**config.mk**
```make
export PLATFORM = sky130hd
export DESIGN_NAME = regfile_scan_unit
export DESIGN_NICKNAME = d
export VERILOG_FILES = /design/src/rtl/regfile_scan_unit.sv
export SDC_FILE = /design/constraint.sdc
export NUM_CORES = 1
export LEC_CHECK = 0
export ABC_AREA = 1
export BUFFER_PORTS_ARGS = -buffer_cell sky130_fd_sc_hd__buf_2
export CAP_MARGIN = 5
export CORE_UTILIZATION = 52
export CTS_CLUSTER_DIAMETER = 40
export DETAILED_ROUTE_END_ITERATION = 7
export GPL_TIMING_DRIVEN = 0
export MAX_ROUTING_LAYER = met4
export PLACE_DENSITY = 0.85
export SLEW_MARGIN = 40
export SYNTH_ARGS = -nofsm -noshare
export SYNTH_HDL_FRONTEND = slang
export SYNTH_SLANG_ARGS = --single-unit
```
**constraint.sdc**
```tcl
create_clock -name clk -period 2.07 [get_ports clk]
set_input_delay 0.1035 -clock clk [delete_from_list [all_inputs] [get_ports clk]]
set_output_delay 0.1035 -clock clk [all_outputs]
set_load 0.02 [all_outputs]
```
**src/rtl/regfile_scan_unit.sv**
```systemverilog
// ---------------------------------------------------------------------------
// regfile_scan_unit
//
// Bulk-access client for the 32-entry CPU register file. Sweeps an inclusive,
// wrapping address range and either dumps registers onto an outbound
// valid/ready stream or loads them from an inbound valid/ready stream.
// Does not arbitrate: the pipeline must leave the register file alone
// while busy is high.
//
// Ports
//   clk, rst_n          system clock, asynchronous active-low reset
//   start, mode         begin operation (IDLE only); 0 = dump, 1 = load
//   first_addr          first register index of the sweep
//   last_addr           last register index of the sweep (inclusive)
//   busy, done          operation in progress / one-cycle completion pulse
//   rf_read_reg         register file read port 1 address
//   rf_read_data        register file read port 1 data (combinational)
//   rf_reg_write        register file write strobe
//   rf_write_register   register file write address
//   rf_write_data       register file write data
//   out_valid/ready     dump stream handshake
//   out_data/addr/last  dumped value, its index, final-word marker
//   in_valid/ready      load stream handshake
//   in_data             value to load
// ---------------------------------------------------------------------------
module regfile_scan_unit #(
   parameter int DATA_W = 32,
   parameter int ADDR_W = 5
) (
   input  logic              clk,
   input  logic              rst_n,
   input  logic              start,
   input  logic              mode,
   input  logic [ADDR_W-1:0] first_addr,
   input  logic [ADDR_W-1:0] last_addr,
   output logic              busy,
   output logic              done,
   output logic [ADDR_W-1:0] rf_read_reg,
   input  logic [DATA_W-1:0] rf_read_data,
   output logic              rf_reg_write,
   output logic [ADDR_W-1:0] rf_write_register,
   output logic [DATA_W-1:0] rf_write_data,
   output logic              out_valid,
   input  logic              out_ready,
   output logic [DATA_W-1:0] out_data,
   output logic [ADDR_W-1:0] out_addr,
   output logic              out_last,
   input  logic              in_valid,
   output logic              in_ready,
   input  logic [DATA_W-1:0] in_data
);

   typedef enum logic [2:0] {
      IDLE, D_FETCH, D_SEND, L_RECV, L_WRITE, DONE
   } state_t;

   localparam logic [ADDR_W-1:0] ADDR_ONE = 1;
   localparam logic [ADDR_W:0]   REM_ONE  = 1;

   state_t            state, state_nxt;
   logic [ADDR_W-1:0] addr;
   logic [ADDR_W:0]   remaining;   // one bit wider: a full sweep is 32 words
   logic [ADDR_W-1:0] span;
   logic              out_fire;
   logic              in_fire;

   // Modulo-32 difference gives the wrap-around length for first > last.
   assign span     = last_addr - first_addr;
   assign out_fire = out_valid && out_ready;
   assign in_fire  = in_valid && in_ready;

   assign rf_read_reg = addr;
   assign busy        = (state != IDLE);
   assign done        = (state == DONE);

   // NOTE: sequential state uses non-blocking assignments so every flop
   // samples pre-edge values regardless of process ordering.
   always_ff @(posedge clk or negedge rst_n) begin
      if (!rst_n) state <= IDLE;
      else        state <= state_nxt;
   end

   // NOTE: the default at the top of a combinational block keeps every path
   // assigned, so no latch is inferred.
   always_comb begin
      state_nxt = state;
      case (state)
         IDLE:    if (start) state_nxt = mode ? L_RECV : D_FETCH;
         D_FETCH: state_nxt = D_SEND;
         D_SEND:  if (out_fire) state_nxt = out_last ? DONE : D_FETCH;
         L_RECV:  if (in_fire) state_nxt = L_WRITE;
         L_WRITE: state_nxt = (remaining == REM_ONE) ? DONE : L_RECV;
         DONE:    state_nxt = IDLE;
         default: state_nxt = IDLE;
      endcase
   end

   // NOTE: every datapath register is reset so an aborted sweep leaves no
   // stale strobe or stream word behind.
   always_ff @(posedge clk or negedge rst_n) begin
      if (!rst_n) begin
         addr              <= '0;
         remaining         <= '0;
         out_valid         <= 1'b0;
         out_data          <= '0;
         out_addr          <= '0;
         out_last          <= 1'b0;
         in_ready          <= 1'b0;
         rf_reg_write      <= 1'b0;
         rf_write_register <= '0;
         rf_write_data     <= '0;
      end else begin
         case (state)
            IDLE: begin
               if (start) begin
                  addr      <= first_addr;
                  remaining <= {1'b0, span} + REM_ONE;
                  in_ready  <= mode;
               end
            end
            D_FETCH: begin
               out_data  <= rf_read_data;
               out_addr  <= addr;
               out_last  <= (remaining == REM_ONE);
               out_valid <= 1'b1;
            end
            D_SEND: begin
               // out_* hold untouched until the consumer takes the word.
               if (out_fire) begin
                  out_valid <= 1'b0;
                  addr      <= addr + ADDR_ONE;
                  remaining <= remaining - REM_ONE;
               end
            end
            L_RECV: begin
               if (in_fire) begin
                  rf_write_register <= addr;
                  rf_write_data     <= in_data;
                  rf_reg_write      <= 1'b1;
                  in_ready          <= 1'b0;
               end
            end
            L_WRITE: begin
               // Register file commits on this cycle's closing edge.
               rf_reg_write <= 1'b0;
               addr         <= addr + ADDR_ONE;
               remaining    <= remaining - REM_ONE;
               in_ready     <= (remaining != REM_ONE);
            end
            default: ;
         endcase
      end
   end

endmodule

```
# == Word level (Yosys, flattened, before mapping) ==
# Index checks and enable logic that the tools add are counted.
# classes
add_sub_neg,4
mux,20
n_reduce_logical,14
n_eq_ne,10
# op_table
operator,count
case mux 6 bit (3 select lines),1
two-way mux 3 bit,5
case mux 3 bit (5 select lines),1
case mux 5 bit (3 select lines),1
two-way mux 6 bit,2
two-way mux 5 bit,2
AND reduction 3 bit,3
nonzero test 3 bit,3
"adder 5 x 1 -> 6 bit, second input constant",1
"== test 3 x 2 -> 1 bit, second input constant",2
"== test 3 bit, second input constant",2
"== test 6 x 1 -> 1 bit, second input constant",1
"!= test 2 bit, second input constant",3
"!= test 6 x 1 -> 1 bit, second input constant",1
AND reduction 2 bit,3
"subtractor 6 x 1 -> 6 bit, second input constant",1
"adder 5 x 1 -> 5 bit, second input constant",1
subtractor 5 bit,1
two-way mux 1 bit,4
case mux 1 bit (2 select lines),2
nonzero test 2 bit,2
"== test 3 x 1 -> 1 bit, second input constant",1
zero test 3 bit,1
case mux 1 bit (3 select lines),1
2 further kinds,3
# word_totals
output_inout_bits,85
register_bits,92
inputBits,80

# == Depth between registers and ports, before layout ==
# depth
ltp_word,4
ltp_mapped,13
mapped_depth_nobuf,13

# == Worst setup path after synthesis ==
# No wires, ideal clock.
# synth_path
path_kind,input-to-reg
from,input port last_addr[0]
to,register remaining[4]
t_required_ns,1.954
arrival_ns,1.422
path_stages,12
path_slack_ns,0.532
setup_ns,0.116
n_path_buf,0
path_cell_list,inv_1 > ha_1 > inv_1 > fa_1 > ha_1 > inv_1 > nor2_1 > nand3_1 > nand2_1 > nand3_1 > nand2_1 > nand2_1
# synth_between
elab_chain_len,4
# synth_lines
item,line_no,text
from (decl),35,"input logic [ADDR_W-1:0] last_addr,"
subtractor 5 bit,68,assign span = last_addr - first_addr;
adder 5 x 1 -> 6 bit,117,"remaining <= {1'b0, span} + REM_ONE;"
two-way mux 6 bit,115,if (start) begin
case mux 6 bit (3 select lines),113,case (state)
to (signal assigned),117,
to (signal assigned),132,remaining <= remaining - REM_ONE;
to (signal assigned),147,remaining <= remaining - REM_ONE;
to (decl),62,logic [ADDR_W:0] remaining;
# No other way between the ends. The select of a mux whose other input is x is not followed.
# A chain may end at the register's enable or synchronous reset.

# == Worst setup path after layout ==
# layout_path
from,register state[2]
to,register out_addr[4]
# layout_between
elab_chain_len,1
# layout_lines
item,line_no,text
from (decl),60,"state_t state, state_nxt;"
from (signal assigned),80,else state <= state_nxt;
== test 3 x 1 -> 1 bit,113,
to (signal assigned),123,out_addr <= addr;
to (decl),46,"output logic [ADDR_W-1:0] out_addr,"
# No other way between the ends.

==> reports/results.ini <==
[clock_network]
clk_latency_ns=0.35
cts_max_path_buffers=2
cts.sinks=92
path_clk_slew_ns=0.09
post_cts_resized=0
root_buffer=clkbuf_8
numCtsBuffers=9
htreeDepth=3
cts_tree=done

[pwr]
power_density_mw_per_mm2=537
vdd_drop_max_uv=333
leakagePower_nw=3.21

[timing]
setup_violations=0
fin_ws_ns=0.397
min_period_ns=1.67
worst_pin_slew_ns=0.514
tns_ns=0
max_freq_mhz=598
period_share_pct=80.8
hold_violations=0
fin_worst_skew_ns=0.0126
final_max_slew_viol_count=0
whs_ns=0.0142
relSlewSlack_pct=65.7
rsz0062_at_grt=false

[worst_setup_path]
crit_required_ns=2.29
cp_max_fo=10
crit_arrival_ns=1.89
path_class=reg -> reg
endpoint_kind=flop
crit_path_start_kind=flop

[synthesis]
synthXorXnorAreaFrac_pct=1.06
synth_seq_cells=92
yosys.area_share.simple_pct=29.3
avgSynthCellArea_sq_um=8.24
synth.mux.area_fraction_pct=0
synth_fa_ha_area_share_pct=2.92
synth_top_area_share_pct=56.0
netlist_instances=499
ys_warn_count=0
yosysSeqAreaShare_pct=56.0
synth_compound_area_share_pct=5.23
synth_area_leaders=dfrtp_1, nand2_1, inv_1, ha_1, nand3_1
synth_top_area_cell=dfrtp_1
synth_top_family_by_area=simple AND/OR/NAND/NOR gates
synthesis.area_sq_mm=0.00411
yosys.cell_types.count=28
synth.net_count=588

[final_layout]
num_antenna_cells=0
drive_above_1_share_pct=27.7
nFillCells=520
final_cell_mix=nand2_1, buf_2, dfrtp_1, dlygate4sd3_1, inv_1
final_common_cell=nand2_1
multi_input_area_sq_mm=0.00159
reg.largest.list=out_data x32, rf_write_data x32, remaining x6
layout.nets=828
seq_area_sq_mm=0.00230
post_layout_nonfiller_instances=846
syn_to_final_growth_pct=43.4
postLayoutCellArea_sq_mm=0.00590

[run_status]
status=finished clean

[floorplan]
die_w_um=90.9
boundaryPins=165
num_rows=32
start_util_pct=53.5
dieArea_sq_mm=0.00827
die_h_um=90.9
core_sq_mm=0.00769

[detailed_routing]
drcViolationCount=0
viasPerCell=5.04
detail_route.first_pass.iterations=5
route.antenna.remaining_nets=0
avgRoutedWirePerCell_um=14.1
drt_iter0_markers=190
num_vias=4267
routed_wl_um=11900

[placed_design]
dpl-instance-area_sq_mm=0.00509
dp_hpwl_um=7460
port_buffers=164
place.gp.congestion=0.828
place_ws_ns=0.255
post-place-cells=766

[grt]
grt_overflow=0
gr-usage-met3_pct=5.19
use_met2_pct=54.1
antenna_found_initial=0
grt_pass1_wl_um=19600
grt_util_all_layers_pct=30.7
grt_pass1_vias=4349
grt_max_degree=58
top_usage_layer=met2
met1_usage_pct=35.3

[flow_run]
maxCapViolCount=0

[min_path]
hp-class=in -> reg

-- cell families (layout without fill, tap and decap cells) --
family                     count (synthesis)  in the layout
and+or+nand+nor                          299            299
adders and majority gates                  9              9
buffers and inverters                     55            300
AOI/OAI and AO/OA                         39             39
DFF                                       92             92
xor gates and xnor gates                   5              5
-- cells in the mapped netlist, drive strengths merged --
master / n
buf: 10
a22oi: 1
o31ai: 1
o211ai: 6
nor2: 17
xnor2: 1
o21ai: 26
nand3: 19
nand2: 259
dfrtp: 92
clkbuf: 7
fa: 1
nand3b: 1
nor3: 2
nand4: 1
ha: 8
a21oi: 5
xor2: 4
inv: 38
-- what timing repair did --
action,CTS,global route
setup buffers,0,0
hold endpoints to repair,119,0
hold buffers,64,0
-- power breakdown --
part           internal [mW]  switching [mW]  total [mW]
clock network          0.437           0.619        1.06
logic                  0.172           0.140       0.312
registers               1.80               0        1.80
total                   2.40           0.759        3.16
-- metal layers --
metal | part of all wire [%] | vias up
li1 | - | 2021
met1 | 40 | 2034
met2 | 50 | 186
met3 | 6.9 | 26
met4 | 2.4 | 0
met5 | 0 | -
-- critical path, cell delays in order (launching register included) --
cell      delay [ns]
dfrtp_1         0.46
nor3_2          0.42
inv_2           0.21
clkbuf_1        0.29
nand2_1         0.11
o21ai_1         0.06
-- path summary, 6_finish.rpt --
check                                              start                             to  slack (ns)  cells after the start
max in group asynchronous                          rst_n  rf_write_data[29]$_DFFE_PN0P_        1.19                      3
min in group asynchronous                          rst_n  rf_write_data[15]$_DFFE_PN0P_        0.31                      2
setup reg to reg                    state[2]$_DFFE_PN0P_        out_addr[4]$_DFFE_PN0N_        0.40                      5
hold / removal                                 out_ready          out_valid$_DFFE_PN0P_        0.01                      4
hold reg to reg            rf_write_data[28]$_DFFE_PN0P_  rf_write_data[28]$_DFFE_PN0P_        0.48                      2
setup / recovery                    state[2]$_DFFE_PN0P_        out_addr[4]$_DFFE_PN0N_        0.40                      5
-- stage by stage --
step           utilization, %  power (mW)
2_1_floorplan               -        1.91
3_3_place_gp             65.8        2.03
3_5_place_dp             66.2        2.04
4_1_cts                  76.7        3.17
5_1_grt                  76.7        3.28
6_report                 76.7        3.16
-- cell type report --
type / instances / share of cell area [%]
Buffer: 17 / 1.40
Multi-Input combinational cell: 352 / 26.9
Inverter: 38 / 2.42
Timing Repair Buffer: 229 / 25.2
Sequential cell: 92 / 39.0
Clock inverter: 6 / 0.679
Tap cell: 102 / 2.16
Clock buffer: 10 / 2.16
(Power assumes the default switching activity.)
